[src/rtl/lsu_mem_stage.sv]
`default_nettype none
// +----------------------------------------------------------------------------+
// | Module : lsu_mem_stage                                                     |
// | Desc   : MiniRiscV load/store unit; req/ack data-memory access with load   |
// |          extension, store lane replication and an ack timeout.            |
// |          Optional: LSU_MISALIGN_CHECK_EN rejects misaligned half/word ops. |
// | Rev    : 1.0  initial release                                              |
// +----------------------------------------------------------------------------+
module lsu_mem_stage #(
    parameter int ACK_TIMEOUT = 16,
    parameter int TO_W        = 5
) (
    input  logic        clk,
    input  logic        rst,
    input  logic        valid,
    input  logic        MemRead,
    input  logic        MemWrite,
    input  logic [31:0] ALUResult,
    input  logic [31:0] ReadData2,
    input  logic [2:0]  funct3,
    output logic        stall,
    output logic        done,
    output logic [31:0] load_data,
    output logic        err,
    output logic        mem_req,
    output logic        mem_we,
    output logic [29:0] mem_addr,
    output logic [31:0] mem_wdata,
    output logic [3:0]  mem_wstrb,
    input  logic        mem_ack,
    input  logic [31:0] mem_rdata
);

    typedef enum logic [1:0] {
        ST_IDLE = 2'd0,
        ST_REQ  = 2'd1,
        ST_DONE = 2'd2
    } state_t;

    localparam logic [TO_W-1:0] c_to_last = TO_W'(ACK_TIMEOUT - 1);

    state_t          r_state;
    logic            r_done;
    logic            r_err;
    logic [31:0]     r_load_data;
    logic            r_mem_req;
    logic            r_mem_we;
    logic [29:0]     r_mem_addr;
    logic [31:0]     r_mem_wdata;
    logic [3:0]      r_mem_wstrb;
    logic [2:0]      r_funct3;
    logic [1:0]      r_addr_lo;
    logic [TO_W-1:0] r_to_cnt;

    logic        w_start;
    logic        w_load_ok;
    logic        w_store_ok;
    logic        w_misalign;
    logic        w_legal;
    logic [3:0]  w_wstrb;
    logic [31:0] w_wdata;
    logic [7:0]  w_ld_byte;
    logic [15:0] w_ld_half;
    logic [31:0] w_ld_ext;

    assign w_start = valid & (MemRead | MemWrite);

    always_comb begin
        w_load_ok  = 1'b0;
        w_store_ok = 1'b0;
        case (funct3)
            3'd0, 3'd1, 3'd2: begin
                w_load_ok  = 1'b1;
                w_store_ok = 1'b1;
            end
            3'd4, 3'd5: w_load_ok = 1'b1;
            default: ;
        endcase
    end

`ifdef LSU_MISALIGN_CHECK_EN
    // funct3[1:0] is 01 for halves and 10 for words across both loads and stores
    assign w_misalign = ((funct3[1:0] == 2'b01) & ALUResult[0]) |
                        ((funct3[1:0] == 2'b10) & (ALUResult[1:0] != 2'b00));
`else
    assign w_misalign = 1'b0;
`endif

    assign w_legal = (MemRead ^ MemWrite) & (MemRead ? w_load_ok : w_store_ok) & ~w_misalign;

    always_comb begin
        w_wstrb = 4'b0000;
        w_wdata = 32'h0;
        if (MemWrite) begin
            case (funct3[1:0])
                2'd0: begin
                    w_wstrb = 4'b0001 << ALUResult[1:0];
                    w_wdata = {4{ReadData2[7:0]}};
                end
                2'd1: begin
                    w_wstrb = ALUResult[1] ? 4'b1100 : 4'b0011;
                    w_wdata = {2{ReadData2[15:0]}};
                end
                2'd2: begin
                    w_wstrb = 4'hF;
                    w_wdata = ReadData2;
                end
                default: ;
            endcase
        end
    end

    always_comb begin
        case (r_addr_lo)
            2'd0:    w_ld_byte = mem_rdata[7:0];
            2'd1:    w_ld_byte = mem_rdata[15:8];
            2'd2:    w_ld_byte = mem_rdata[23:16];
            default: w_ld_byte = mem_rdata[31:24];
        endcase
        w_ld_half = r_addr_lo[1] ? mem_rdata[31:16] : mem_rdata[15:0];
        case (r_funct3)
            3'd0:    w_ld_ext = {{24{w_ld_byte[7]}}, w_ld_byte};
            3'd1:    w_ld_ext = {{16{w_ld_half[15]}}, w_ld_half};
            3'd2:    w_ld_ext = mem_rdata;
            3'd4:    w_ld_ext = {24'h0, w_ld_byte};
            3'd5:    w_ld_ext = {16'h0, w_ld_half};
            default: w_ld_ext = 32'h0;
        endcase
    end

    always_ff @(posedge clk or posedge rst) begin
        if (rst) begin
            r_state     <= ST_IDLE;
            r_done      <= 1'b0;
            r_err       <= 1'b0;
            r_load_data <= 32'h0;
            r_mem_req   <= 1'b0;
            r_mem_we    <= 1'b0;
            r_mem_addr  <= 30'h0;
            r_mem_wdata <= 32'h0;
            r_mem_wstrb <= 4'b0000;
            r_funct3    <= 3'd0;
            r_addr_lo   <= 2'd0;
            r_to_cnt    <= '0;
        end else begin
            case (r_state)
                ST_IDLE: begin
                    if (w_start) begin
                        if (w_legal) begin
                            r_state     <= ST_REQ;
                            r_mem_req   <= 1'b1;
                            r_mem_we    <= MemWrite;
                            r_mem_addr  <= ALUResult[31:2];
                            r_mem_wdata <= w_wdata;
                            r_mem_wstrb <= w_wstrb;
                            r_funct3    <= funct3;
                            r_addr_lo   <= ALUResult[1:0];
                            r_to_cnt    <= '0;
                        end else begin
                            // rejected without touching memory; load_data keeps its old value
                            r_state <= ST_DONE;
                            r_done  <= 1'b1;
                            r_err   <= 1'b1;
                        end
                    end
                end
                ST_REQ: begin
                    if (mem_ack) begin
                        r_state     <= ST_DONE;
                        r_done      <= 1'b1;
                        r_err       <= 1'b0;
                        r_mem_req   <= 1'b0;
                        r_mem_we    <= 1'b0;
                        r_mem_wstrb <= 4'b0000;
                        r_to_cnt    <= '0;
                        if (!r_mem_we) begin
                            r_load_data <= w_ld_ext;
                        end
                    end else if (r_to_cnt == c_to_last) begin
                        r_state     <= ST_DONE;
                        r_done      <= 1'b1;
                        r_err       <= 1'b1;
                        r_load_data <= 32'h0;
                        r_mem_req   <= 1'b0;
                        r_mem_we    <= 1'b0;
                        r_mem_wstrb <= 4'b0000;
                        r_to_cnt    <= '0;
                    end else begin
                        r_to_cnt <= r_to_cnt + 1'b1;
                    end
                end
                ST_DONE: begin
                    r_state <= ST_IDLE;
                    r_done  <= 1'b0;
                end
                default: begin
                    r_state <= ST_IDLE;
                    r_done  <= 1'b0;
                end
            endcase
        end
    end

    // DONE releases the stall so the CPU can advance in the same cycle done pulses
    assign stall     = ((r_state == ST_IDLE) & w_start) | (r_state == ST_REQ);
    assign done      = r_done;
    assign err       = r_err;
    assign load_data = r_load_data;
    assign mem_req   = r_mem_req;
    assign mem_we    = r_mem_we;
    assign mem_addr  = r_mem_addr;
    assign mem_wdata = r_mem_wdata;
    assign mem_wstrb = r_mem_wstrb;

endmodule
`default_nettype wire

[config.mk]
export PLATFORM = sky130hd
export DESIGN_NAME = lsu_mem_stage
export DESIGN_NICKNAME = d
export VERILOG_FILES = /design/src/rtl/lsu_mem_stage.sv
export SDC_FILE = /design/constraint.sdc
export NUM_CORES = 1
export LEC_CHECK = 0
export BUFFER_PORTS_ARGS = -buffer_cell sky130_fd_sc_hd__buf_2
export CELL_PAD_IN_SITES_DETAIL_PLACEMENT = 2
export CELL_PAD_IN_SITES_GLOBAL_PLACEMENT = 2
export CORE_ASPECT_RATIO = 1.5
export CORE_UTILIZATION = 32
export CTS_BUF_LIST = sky130_fd_sc_hd__clkbuf_16
export CTS_CLUSTER_SIZE = 25
export DETAILED_ROUTE_END_ITERATION = 7
export PLACE_DENSITY_LB_ADDON = 0.1
export SLEW_MARGIN = 15
export SYNTH_ARGS = -nofsm -noshare
export SYNTH_HDL_FRONTEND = slang
export SYNTH_SLANG_ARGS = --single-unit
[constraint.sdc]
create_clock -name clk -period 9 [get_ports clk]
set_input_delay 0 -clock clk [delete_from_list [all_inputs] [get_ports clk]]
set_output_delay 0 -clock clk [all_outputs]
set_load 0.02 [all_outputs]
After elaboration in Yosys (flattened, before gate mapping)
Index checks and enable logic that the tools add are counted.
Word-level totals
  bits in registers: 114
  bits of input ports: 105
  output and inout bits: 103
  word-level logic and storage cells: 99
Operators by class
  $add $sub $neg: 1
  equal/unequal tests: 19
  shifts and indexed selects: 1
  multiplexer cells: 44
  bitwise logic cells: 6
  reductions and logical operators: 16
Operators by type and width (count)
  one-hot mux 32 bit (5 select lines): 1
  2-to-1 mux 32 bit: 4
  one-hot mux 32 bit (3 select lines): 1
  2-to-1 mux 4 bit: 6
  one-hot mux 8 bit (3 select lines): 1
  2-to-1 mux 5 bit: 4
  2-to-1 mux 16 bit: 1
  2-to-1 mux 1 bit: 14
  == test 3 bit, second input constant: 4
  one-hot mux 4 bit (3 select lines): 1
  AND reduction 3 bit: 4
  one-hot mux 5 bit (2 select lines): 1
  2-to-1 mux 2 bit: 4
  inequality test 2 bit, second input constant: 4
  one-hot mux 1 bit (2 select lines): 4
  one-hot mux 4 bit (2 select lines): 1
  AND reduction 4 bit: 2
  == test 2 x 1 -> 1 bit, second input constant: 3
  == test 3 x 1 -> 1 bit, second input constant: 2
  == test 3 x 2 -> 1 bit, second input constant: 2
  logical NOT 2 bit: 3
  logical NOT 3 bit: 2
  adder 5 x 1 -> 5 bit, second input constant: 1
  == test 5 x 4 -> 1 bit, second input constant: 1
  other kinds (11): 16

Longest topological paths before layout
Gate-level depths: netlist of the first run.
  depth after elaboration: 8
  depth in mapped cells: 9
  depth with buffers taken out: 6

Least setup slack after synthesis of the first run
OpenSTA, ideal clock, no wires.
  path kind: input port to flip-flop
  from: in MemWrite
  to: reg r_mem_addr[0], in the netlist mem_addr[0]
  library setup time: 125 ps
  arrival time: 1778 ps
  data required time: 8875 ps
  setup slack: 7098 ps
  cell stages on the path: 9
  path buffers: 3
  path through: clkinv_1 -> clkbuf_1 -> ha_1 -> nor3b_1 -> a21o_1 -> and2_1 -> buf_2 -> buf_4 -> mux2_2
On the way
  word-level cells in the longest chain between the ends: 3
  elaborated cells between the ends (all ways): 5
  those cells by class: bitwise: 4; reduce/logical: 1
Ends and longest elaborated chain
  start: declaration: line 17  | input logic MemWrite,
  bitwise OR 1 bit or XOR 1 bit (tied branches): line 66, 89
  bitwise AND 1 bit, on equally long branches: line 66, 89
  AND reduction 3 bit (no source line) (*)
  end signal: assignment: line 153  | r_mem_addr <= ALUResult[31:2];
  end: declaration: line 48  | logic [29:0] r_mem_addr;
Every way passes the cells marked *; elsewhere a longest branch is shown, timed or not.
A chain may end at the register's enable or synchronous reset.

Final worst setup path of the first run
  from: in MemWrite
  to: reg r_mem_addr[20], in the netlist mem_addr[20]
Same word-level chain as after synthesis.

==> results.md, run 1 <==
* Met3 Use GR at approximately 5.9%
* CTS sink cnt at 114
* Clock buffer depth at 2
* Total of max-cap violations at 0
* Max Clk Rate at ~250 MHz
* Status: finished, final reports clean
* DP Worst Slack at just over 5 ns
* Clock-pin transition on the worst setup and hold timing paths at 0.06 ns
* CP max stage delay at about 0.78 ns
* Routed len/inst at approximately 21 µm
* Detailed Routing Iterations Pass 1 at 4
* First-pass GRT wire length at 31400 µm
* Period utilization at around 45%
* Buffer and inverter count on the worst path at 4
* Met1 Usage GRT at between 20% and 30%
* RSZ-0062 raised after global routing: false
* CP required at about 9.3 ns
* Ant diodes at 0
* Peak VDD IR at between 0.15 and 0.2 mV
* EDFF count, synth at 0
* IO Port Bufs at 207
* Die area at 17800 µm²
* Antenna Nets Post-Route at 0
* FP Rows at 58
* Final hold vios at 0
* Nets at approximately 860
* Post-synthesis register bit count at between 100 and 150
* Lkg Pwr at ~3.9 nW
* Top delay family on crit path: buffers and inverters
* GRT Util Overall at a little under a quarter
* Detailed Route Iter0 Violations at approximately 180
* Worst-path maximum fanout at 40
* I/O pin count at ~210
* Share of cells above drive strength 1 at approximately two fifths
* Warnings from Yosys at 0
* Worst Path Class, Setup: in -> reg
* Netlist Area Pre-Place at ~5500 µm²
* Largest net degree at the start of global routing at 75
* Worst path cell trace: dlygate4sd3_1, buf_2, clkinv_1, ha_1, nand2b_1, nor3_2, and2_2, buf_4, mux2_2
* Startpoint types: input pin
* Setup_tns at 0 ns
* Vias per cell at a little over 5
* Die span in y at between 150 and 200 µm
* H-tree depth at 4
* Syn-to-layout area delta at 43.6%
* Number of global-route vias before repair at 5744
* Prevailing post-synth register cell: dfrtp_1
* Clk_skew at ~0.01 ns
* Residual DRC at 0
* Syn avg cell area at ~11 µm²
* GR met2 Demand/Resource at ~45%
* Synthesized instance count at 493
* Min cycle time layout at between 4 and 5 ns
* Gpl congestion at between 0.7 and 0.8
* Vias post-DR at 5010
* Pwr/cell area at just over 300 nW/µm²
* Initial antenna violation count at 0
* Rel. slew slack at 27.7%
* CTS tree: built
* Slew Viols, Final at 0
* Global-route layer with the greatest usage: met2
* Flop-to-flop setup slack at 5.86 ns
* Worst setup EP type: flip-flop
* Slew of the pin with the lowest slew margin at about 1.1 ns
* Post-synth ARST share at between 90% and 100%
* Critical path arrival at approximately 4.4 ns
* Die width at approximately 110 µm
* Clock Latency Late Sink at approximately 0.42 ns
* Hpwl dp at roughly 13000 µm
* CP max stage cell: and2_2
* Hold crit path type: in -> reg
* Fin worst setup slack at between 4 and 5 ns
* Global route total overflow at 0
* Number of post-CTS setup repair buffers at 0
* Yosys cell types at between 40 and 50
* Drt total wl at ~20000 µm
* Commonest non-fill, non-tap cell in the layout: buf_2
* Setup violators final at 0
* Commonest cells after routing, fill and taps aside: 207 x buf_2, 114 x dfrtp_1, 65 x dlygate4sd3_1
* Core Region at ~17000 µm²
* Syn Nets at 600
* Initial Util at approximately 33%
* Post-synthesis sequential area ratio at 51.7%
* TritonCTS buffer count at 17
* Clk root buf: clkbuf_16
[where the power goes]
| group | total, mW | switching [mW] | internal (mW) | leakage, nW |
|---|---|---|---|---|
| sequential | 0.853 | 0.145 | 0.708 | 1.46 |
| combinational | 0.854 | 0.492 | 0.362 | 2.14 |
| clock | 0.704 | 0.249 | 0.455 | 0.294 |
[Yosys cell counts, types with 2 or more instances]
| cell type | n | share of area [%] |
|---|---|---|
| ha_1 | 2 | 0.45 |
| mux2_2 | 55 | 11 |
| nor2b_1 | 3 | 0.34 |
| buf_4 | 9 | 1.2 |
| a211o_1 | 7 | 1.1 |
| buf_6 | 2 | 0.41 |
| a221o_1 | 25 | 4.5 |
| nor3b_1 | 3 | 0.41 |
| and2_1 | 2 | 0.23 |
| o32ai_1 | 4 | 0.64 |
| nand4_1 | 8 | 0.91 |
| a22oi_1 | 2 | 0.27 |
| clkbuf_1 | 15 | 1.0 |
| nand2b_1 | 12 | 1.4 |
| nand2_1 | 50 | 3.4 |
| nor2_1 | 11 | 0.75 |
| o21ai_0 | 30 | 2.7 |
| mux2_1 | 4 | 0.82 |
| dfrtp_1 | 114 | 52 |
| buf_2 | 7 | 0.64 |
| a21o_1 | 17 | 2.3 |
| nor3_2 | 2 | 0.36 |
| inv_1 | 26 | 1.8 |
| mux4_2 | 8 | 3.3 |
| a21oi_1 | 50 | 4.5 |
| nand3_1 | 5 | 0.45 |
[timing repair]
action	in CTS	in global routing
hold endpoints to repair	111	0
hold buffers	65	0
resized for setup	0	0
[layer usage]
metal  part of all wire (%)  vias up  wire (µm)
met5                      0        -          0
met4                    1.1        0        223
met3                    5.2       14       1060
met2                     57      155      11500
met1                     37     2527       7370
li1                       -     2314          -
[state kept, by name, summed over array words and instances (netlist names)]
register   cells
r_addr_lo      2
mem_wstrb      4
mem_we         1
mem_addr      30
r_state        2
mem_req        1
r_funct3       3
load_data     32
r_to_cnt       5
mem_wdata     32
done           1
err            1
[worst paths after layout]
check	from	depth (start not counted)	end
min in group asynchronous	rst	3	mem_addr[14]$_DFFE_PP0P_
max	MemWrite	9	mem_addr[20]$_DFFE_PP0P_
max reg2reg	r_state[1]$_DFFE_PP0P_	4	mem_addr[20]$_DFFE_PP0P_
min	ReadData2[18]	4	mem_wdata[18]$_DFFE_PP0P_
min reg2reg	mem_wdata[9]$_DFFE_PP0P_	1	mem_wdata[9]$_DFFE_PP0P_
max in group asynchronous	rst	4	load_data[16]$_DFFE_PP0P_
[worst register-to-register path: stages, from the launching register on]
cell and delay, ns:
dfrtp_1 0.52, nor3_2 0.70, and2_2 0.78, buf_4 0.58, mux2_2 0.45
[cells by family after synthesis]
family / share of synthesized area (%)
compound gates: 17.3
xor+xnor: 0.159
fa+ha+maj: 0.454
buf+inv: 5.20
flops: 51.7
mux: 15.5
simple gates: 9.62
[stage by stage]
stage / instances / power, mW / instance area [µm²] / hold WS, ns / utilization, %
final: 977 / 2.41 / 7920 / 0.0151 / 47.0
after detailed placement: 881 / 1.69 / 6670 / 0.0982 / 39.6
after global routing: 977 / 2.54 / 7920 / 0.0145 / 47.0
after floorplan: 493 / 1.37 / 5510 / 0.135 / -
after CTS: 977 / 2.42 / 7920 / 0.000396 / 47.0
after global placement: 881 / 1.65 / 6670 / 0.0866 / 39.6
[layout make-up]
type | instances | area (µm²)
Sequential cell | 114 | 2850
Clock inverter | 14 | 171
Multi-Input combinational cell | 318 | 2380
Inverter | 27 | 104
Tap cell | 210 | 263
Fill cell | 1778 | 8920
Timing Repair Buffer | 277 | 1720
Clock buffer | 17 | 425
Note: power is estimated with default switching activity, not from simulation.
==> run 2: changes to the inputs <==
--- a/config.mk
+++ b/config.mk
@@ -5,11 +5,12 @@
 export SDC_FILE = /design/constraint.sdc
 export NUM_CORES = 1
 export LEC_CHECK = 0
+export ABC_AREA = 1
 export BUFFER_PORTS_ARGS = -buffer_cell sky130_fd_sc_hd__buf_2
 export CELL_PAD_IN_SITES_DETAIL_PLACEMENT = 2
 export CELL_PAD_IN_SITES_GLOBAL_PLACEMENT = 2
 export CORE_ASPECT_RATIO = 1.5
-export CORE_UTILIZATION = 32
+export CORE_UTILIZATION = 26
 export CTS_BUF_LIST = sky130_fd_sc_hd__clkbuf_16
 export CTS_CLUSTER_SIZE = 25
 export DETAILED_ROUTE_END_ITERATION = 7
==> constraint.sdc (replaced) <==
create_clock -name clk -period 4.2 [get_ports clk]
set_input_delay 0 -clock clk [delete_from_list [all_inputs] [get_ports clk]]
set_output_delay 0 -clock clk [all_outputs]
set_load 0.02 [all_outputs]
==> run 2 against run 1 <==
Compared with the run above:
- via count increased by 32%
- critical endpoint is now mem_wdata[30]$_DFFE_PP0P_
- hold slack improved by 0.0018 ns
- clock power increased by 130%
- non-clock buffer count increased by 49
- setup slack got worse by 4.2 ns
- sequential power increased by 100%
- synthesized cell count increased by 65%
- design area increased by 11%
- sequential share of layout area decreased by 3.6 points
==> results.md, run 2 <==
* Comb pwr share at 37.8% (+2.4 points)
* Clk_skew at 0.00448 ns (-0.00535 ns)
* Warnings from Yosys at 0 (unchanged)
* Hpwl dp at 16700 µm (+24%)
* Gpl congestion at 0.818 (+8.8%)
* EDFF count, synth at 0 (unchanged)
* Setup violators final at 0 (unchanged)
* Leading area contributor after synthesis: dfrtp_1
* Core Region at 21800 µm² (+29%)
* Prevailing post-synth register cell: dfrtp_1
* Number of global-route vias before repair at 7296 (+27%)
* Detailed Routing Iterations Pass 1 at 5 (+1)
* Rel. slew slack at 35.9% (+8.2 points)
* Post-synthesis register bit count at 114 (unchanged)
* Int Power at 3.23 mW (+110%)
* H-tree depth at 4 (unchanged)
* Global-route layer with the greatest usage: met2
* Share of cells above drive strength 1 at 22.8% (-18 points)
* Die span in y at 185 µm (+14%)
* Clock buffer depth at 2 (unchanged)
* Vias per cell at 4.68 (-8.7%)
* Critical path arrival at 3.78 ns (-0.57 ns)
* Die area at 22900 µm² (+29%)
* CP max stage cell: buf_4
* Vias post-DR at 6603 (+32%)
* Detailed Route Iter0 Violations at 187 (+4.5%)
* Yosys cell types at 23 (-50%)
* Drt total wl at 25100 µm (+24%)
* Setup_tns at 0 ns (unchanged)
* Die width at 124 µm (+13%)
* Synthesized instance count at 815 (+65%)
* Top delay family on crit path: buffers and inverters
* Period utilization at 81.3%
* Worst path cell trace: dlygate4sd3_1, buf_2, clkinv_1, ha_1, inv_1, nor2_4, nand3_2, nor2_4, buf_4, nand3_1, dlygate4sd3_1, nand2_1
* Nets at 1232 (+43%)
* CTS tree: built
* Met1 Usage GRT at 23.2% (-1.6 points)
* Clock Latency Late Sink at 0.42 ns (about the same)
* IO Port Bufs at 207 (unchanged)
* Netlist Area Pre-Place at 5790 µm² (+5.0%)
* Buffer and inverter count on the worst path at 6 (+2)
* Largest net degree at the start of global routing at 78 (+4.0%)
* Post-synthesis sequential area ratio at 49.3% (-2.5 points)
* Final Instance Count excl. Fillers at 1411 (+44%)
* Initial antenna violation count at 1 (+1)
* Worst setup EP type: flip-flop
* GR met2 Demand/Resource at 44.3% (-1.1 points)
* Residual DRC at 0 (unchanged)
* Max Clk Rate at around 300 MHz
* Peak VDD IR at 0.278 mV (+83%)
* FP Rows at 66 (+14%)
* Final hold vios at 0 (unchanged)
* CTS sink cnt at 114 (unchanged)
* CP max stage delay at 0.64 ns (-0.14 ns)
* Min cycle time layout at around 3.4 ns
* Post-synth top area share at 49.3% (-2.5 points)
* Pwr/cell area at 608 nW/µm² (+100%)
* Clk root buf: clkbuf_16
* TritonCTS buffer count at 17 (unchanged)
* GRT Util Overall at 22.9% (-0.74 points)
* Total of max-cap violations at 0 (unchanged)
* First-pass GRT wire length at 38800 µm (+24%)
* Met3 Use GR at 4.70% (-1.2 points)
* Syn avg cell area at 7.10 µm² (-36%)
* Hold crit path type: in -> reg
* Largest cells by area after synthesis: dfrtp_1 49%, nand2_1 30%, nand3_1 6.6%
* Number of post-CTS setup repair buffers at 0 (unchanged)
* Lkg Pwr at 5.01 nW (+29%)
* Syn Nets at 922 (+54%)
* Worst-path maximum fanout at 77 (+93%)
* Clock-pin transition on the worst setup and hold timing paths at 0.05 ns (about the same)
* CP required at 4.56 ns (-4.74 ns)
* RSZ-0062 raised after global routing: false
* Filler Cell Count at 2597 (+46%)
* Slew Viols, Final at 0 (unchanged)
* Startpoint types: input pin
* Worst Path Class, Setup: in -> reg
* I/O pin count at 208 (unchanged)
* Commonest non-fill, non-tap cell in the layout: nand2_1
* Commonest cells after routing, fill and taps aside: 466 x nand2_1, 207 x buf_2, 114 x dfrtp_1
* Antenna Nets Post-Route at 0 (unchanged)
* Status: finished, final reports clean
* Initial Util at 26.5% (-6.2 points)
* Sw frac at 39.7% (+2.9 points)
* Global route total overflow at 0 (unchanged)
* Post-synth ARST share at 100% (unchanged)
* Routed len/inst at 17.8 µm (-14%)
* DP Cell Count at 1268 (+44%)
* Clock group share of total power at 30.4% (+1.2 points)
* Slew of the pin with the lowest slew margin at 0.959 ns (-0.120 ns)
* Synth cell count leaders: 466 x nand2_1, 114 x dfrtp_1, 76 x nand3_1
* Cell with the most instances after synthesis: nand2_1
* Sequential power share at 31.9% (-3.5 points)
* Syn-to-layout area delta at 52.1%
* Switching pwr at 2.12 mW (+140%)
-- run 2: area by class of cell --
| cell class | instances | area, µm² | area share (%) |
|---|---|---|---|
| Sequential cell | 114 | 2850 | 32.4 |
| Multi-Input combinational cell | 623 | 2590 | 29.5 |
| Timing Repair Buffer | 326 | 2200 | 25.0 |
| Clock buffer | 17 | 425 | 4.83 |
| Tap cell | 272 | 340 | 3.86 |
| Clock inverter | 15 | 223 | 2.53 |
| Inverter | 43 | 164 | 1.86 |
| Antenna cell | 1 | 2.50 | 0.0284 |
-- run 2: routing by layer --
metal  vias up  routed length (µm)
li1       3147                   -
met1      3273                9190
met2       148               14300
met3        35                 960
met4         0                 586
met5         -                   0
-- run 2: cells by family (layout without fill, tap and decap cells) --
| kind of cell | count (synthesis) | in the layout | share of synthesized area (%) |
|---|---|---|---|
| and+or+nand+nor | 576 | 576 | 39.9 |
| DFF | 114 | 114 | 49.3 |
| buffers and inverters | 78 | 401 | 6.16 |
| AOI/OAI and AO/OA | 44 | 44 | 4.02 |
| adders and majority gates | 2 | 2 | 0.432 |
| xor gates and xnor gates | 1 | 1 | 0.151 |
| other | 0 | 1 | 0 |
-- run 2: worst paths after layout --
| kind | from | end | slack (ns) | cells after the start |
|---|---|---|---|---|
| setup / recovery | MemWrite | mem_wdata[30]$_DFFE_PP0P_ | 0.78 | 12 |
| hold / removal | mem_rdata[4] | load_data[4]$_DFFE_PP0P_ | 0.02 | 7 |
| setup reg to reg | r_state[0]$_DFFE_PP0P_ | mem_wdata[30]$_DFFE_PP0P_ | 1.74 | 7 |
| hold reg to reg | mem_addr[12]$_DFFE_PP0P_ | mem_addr[12]$_DFFE_PP0P_ | 0.46 | 2 |
| max in group asynchronous | rst | mem_addr[28]$_DFFE_PP0P_ | 3.22 | 4 |
| min in group asynchronous | rst | load_data[24]$_DFFE_PP0P_ | 0.34 | 4 |
-- run 2: repair_timing --
action,4_1_cts,5_1_grt
endpoints found under the setup margin,0,0
resized for setup,0,0
endpoints found under the hold margin,217,0
hold buffers,110,0
-- run 2: stage by stage --
stage	util, %	hold slack (ns)	setup slack (ns)	power [mW]	area, µm²
2_1_floorplan	-	0.117	1.18	2.91	5790
3_3_place_gp	32.4	0.202	1.44	3.64	7050
3_5_place_dp	32.4	0.211	1.39	3.68	7050
4_1_cts	40.4	0.00919	0.781	5.42	8800
5_1_grt	40.4	0.0522	0.513	5.71	8810
6_report	40.4	0.0169	0.784	5.35	8810
-- run 2: power by group through the flow --
stage	sequential, mW	combinational, mW	clock (mW)
2_1_floorplan	2.07	0.835	0
3_3_place_gp	1.72	1.92	0
3_5_place_dp	1.72	1.96	0
4_1_cts	1.71	2.05	1.66
5_1_grt	1.75	2.24	1.71
6_report	1.71	2.02	1.63
-- run 2: worst min-delay path, stage by stage --
cell and delay, ns:
buf_2 0.10, nand2_1 0.05, nand2_1 0.05, inv_1 0.03, nand2_1 0.05, nand2_1 0.06
nand2_1 0.06
==> run 3: changes to the inputs <==
==> constraint.sdc (replaced) <==
create_clock -name clk -period 3.35 [get_ports clk]
set_input_delay 0 -clock clk [delete_from_list [all_inputs] [get_ports clk]]
set_output_delay 0 -clock clk [all_outputs]
set_load 0.02 [all_outputs]
==> run 3 against run 2 <==
Compared with the run above:
- non-clock buffer count did not move
- setup slack got worse by 0.51 ns
- core utilization down 0.40 points
- die area unchanged
- clock-buffer cell count is the same
- cell count increased by 0.14%
- clock power up 8%
- critical path type unchanged
==> results.md, run 3 (synthesis results as in run 2) <==
* Min cycle time layout at around 3 ns
* Critical path arrival at 3.43 ns (-0.35 ns)
* Worst hold margin at 0.0172 ns (+0.000370 ns)
* Worst r2r dst: mem_wdata[25]$_DFFE_PP0P_
* Antenna Nets Post-Route at 0 (unchanged)
* FP Rows at 66 (unchanged)
* Global route total overflow at 0 (unchanged)
* Hpwl dp at 17100 µm (+2.2%)
* Clk root buf: clkbuf_16
* Status: finished, final reports clean
* Detailed Route Iter0 Violations at 179 (-4.3%)
* FF/Latch Area at 2850 µm² (unchanged)
* Drt total wl at 26100 µm (+4.3%)
* Switching pwr at 2.83 mW (+33%)
* Clock group share of total power at 27.1% (-3.3 points)
* RSZ-0062 raised after global routing: false
* Rel. slew slack at 43.4% (+7.5 points)
* Filler Cell Count at 2577 (-0.77%)
* Final core area utilization at 40.0% (-0.40 points)
* Crit path from: MemWrite
* Clock Latency Late Sink at 0.41 ns (about the same)
* CTS tree: built
* Number of global-route vias before repair at 7585 (+4.0%)
* Clock buffer depth at 2 (unchanged)
* Gpl congestion at 0.832 (+1.6%)
* Routed len/inst at 18.5 µm (+4.2%)
* Residual DRC at 0 (unchanged)
* Flop-to-flop setup slack at 0.88 ns (-0.86 ns)
* Die width at 124 µm (unchanged)
* DP Cell Count at 1271 (+0.24%)
* Buffer and inverter count on the worst path at 7 (+1)
* Setup violators final at 0 (unchanged)
* GRT Util Overall at 23.9% (+0.98 points)
* Commonest non-fill, non-tap cell in the layout: nand2_1
* H-tree depth at 4 (unchanged)
* TritonCTS buffer count at 17 (unchanged)
* Int Power at 3.65 mW (+13%)
* Clock-pin transition on the worst setup and hold timing paths at 0.06 ns (about the same)
* Slew Viols, Final at 0 (unchanged)
* CP max stage delay at 0.62 ns (-0.02 ns)
* Lkg Pwr at 4.94 nW (-1.3%)
* Syn-to-layout area delta at 50.6%
* Die span in y at 185 µm (unchanged)
* Final hold vios at 0 (unchanged)
* Share of cells above drive strength 1 at 23.5% (+0.62 points)
* Comb pwr share at 40.1% (+2.3 points)
* FF-to-FF Start: r_state[0]$_DFFE_PP0P_
* CP Capture Point: mem_wdata[25]$_DFFE_PP0P_
* Detailed Routing Iterations Pass 1 at 5 (unchanged)
* Initial Util at 26.5% (unchanged)
* Max Clk Rate at ~320 MHz
* Reg2Reg Depth at 7 (unchanged)
* Vias post-DR at 6662 (+0.89%)
* Commonest cells after routing, fill and taps aside: 466 x nand2_1, 207 x buf_2, 114 x dfrtp_1
* Largest net degree at the start of global routing at 78 (unchanged)
* CP max stage cell: buf_4
* Final Instance Count excl. Fillers at 1413 (+0.14%)
* Worst setup EP type: flip-flop
* Total of max-cap violations at 0 (unchanged)
* I/O pin count at 208 (unchanged)
* Hold crit path type: in -> reg
* Nets at 1232 (unchanged)
* Startpoint types: input pin
* Initial antenna violation count at 2 (+1)
* Worst Path Class, Setup: in -> reg
* Vias per cell at 4.71 (+0.75%)
* Sw frac at 43.7% (+4.0 points)
* Top delay family on crit path: buffers and inverters
* Pwr/cell area at 744 nW/µm² (+22%)
* Peak VDD IR at 0.335 mV (+21%)
* CTS sink cnt at 114 (unchanged)
* Number of post-CTS setup repair buffers at 0 (unchanged)
* Sequential power share at 32.8% (+0.9 points)
* WP depth at 13 (+1)
* Area of the multi-input gates at 2590 µm² (unchanged)
* Die area at 22900 µm² (unchanged)
* First-pass GRT wire length at 41000 µm (+5.6%)
* Core Region at 21800 µm² (unchanged)
* Setup_tns at 0 ns (unchanged)
* IO Port Bufs at 207 (unchanged)
* CP required at 3.70 ns (-0.86 ns)
* Period utilization at 91.9%
* Slew of the pin with the lowest slew margin at 0.846 ns (-0.112 ns)
* Worst path cell trace: dlygate4sd3_1, buf_2, clkinv_1, buf_4, ha_1, inv_1, nor2_4, nand3_2, nor2_4, buf_4, nand3_1, dlygate4sd3_1, nand2_1
* Worst-path maximum fanout at 77 (unchanged)
* Clk_skew at 0.00697 ns (+0.00249 ns)
## run 3: cell count changes in the layout (fill, tap and decap cells not counted), moves of 2 or more
cell,previous run,this run
clkinvlp_4,0,4
buf_4,9,11
inv_6,0,7
inv_1,38,36
clkinv_2,3,0
diode_2,1,3
dlygate4sd3_1,110,107
inv_8,0,2
bufinv_16,6,0
clkinv_1,3,1
## run 3: per-stage QoR
stage | setup WS (ns) | cell area [µm²] | total power [mW]
2_1_floorplan | 0.334 | 5790 | 3.64
4_1_cts | 0.355 | 8710 | 6.56
6_report | 0.270 | 8720 | 6.48
3_3_place_gp | 1.04 | 7090 | 4.58
5_1_grt | 0.0168 | 8710 | 6.93
3_5_place_dp | 0.966 | 7090 | 4.64
## run 3: final cells by class
| cell class | count | share of cell area [%] |
|---|---|---|
| Clock buffer | 17 | 4.88 |
| Timing Repair Buffer | 326 | 25.3 |
| Sequential cell | 114 | 32.7 |
| Multi-Input combinational cell | 623 | 29.7 |
| Inverter | 43 | 1.88 |
| Tap cell | 272 | 3.90 |
| Clock inverter | 15 | 1.45 |
| Antenna cell | 3 | 0.0861 |
## run 3: what timing repair did
action | CTS | global route
hold buffers | 107 | 0
resized for setup | 0 | 0
endpoints found under the hold margin | 141 | 0
## run 3: worst register-to-register path: cells and delay by family (launching register included)
family	cells	cell delay [ns]
AND/OR/NAND/NOR	5	0.77
buffers and inverters	2	1.24
flip-flops	1	0.39
## run 3: power by group through the flow
stage | logic (mW) | registers, mW | clock network (mW)
global route | 2.88 | 2.19 | 1.86
finish | 2.60 | 2.13 | 1.76
detailed placement | 2.49 | 2.15 | 0
global placement | 2.45 | 2.14 | 0
CTS | 2.61 | 2.13 | 1.81
floorplan | 1.05 | 2.60 | 0
## run 3: how the worst min path moves through the flow
stage	depth (start not counted)	from	to	slack [ns]
6_report	5	ReadData2[14]	mem_wdata[14]$_DFFE_PP0P_	0.02
5_1_grt	5	ReadData2[14]	mem_wdata[14]$_DFFE_PP0P_	0.04
4_1_cts	7	mem_rdata[3]	load_data[3]$_DFFE_PP0P_	0.002
3_5_place_dp	2	rst	mem_wdata[29]$_DFFE_PP0P_	0.13
3_3_place_gp	2	rst	mem_wdata[28]$_DFFE_PP0P_	0.13
2_1_floorplan	2	ALUResult[2]	mem_addr[0]$_DFFE_PP0P_	0.12
## run 3: per-layer routing
metal / share of wire (%) / track usage [%] / vias up
met5: 0.034 / 0 / -
met2: 56 / 46.2 / 171
li1: - / - / 3157
met3: 3.6 / 4.39 / 47
met4: 3.6 / 10.4 / 2
met1: 37 / 24.1 / 3285
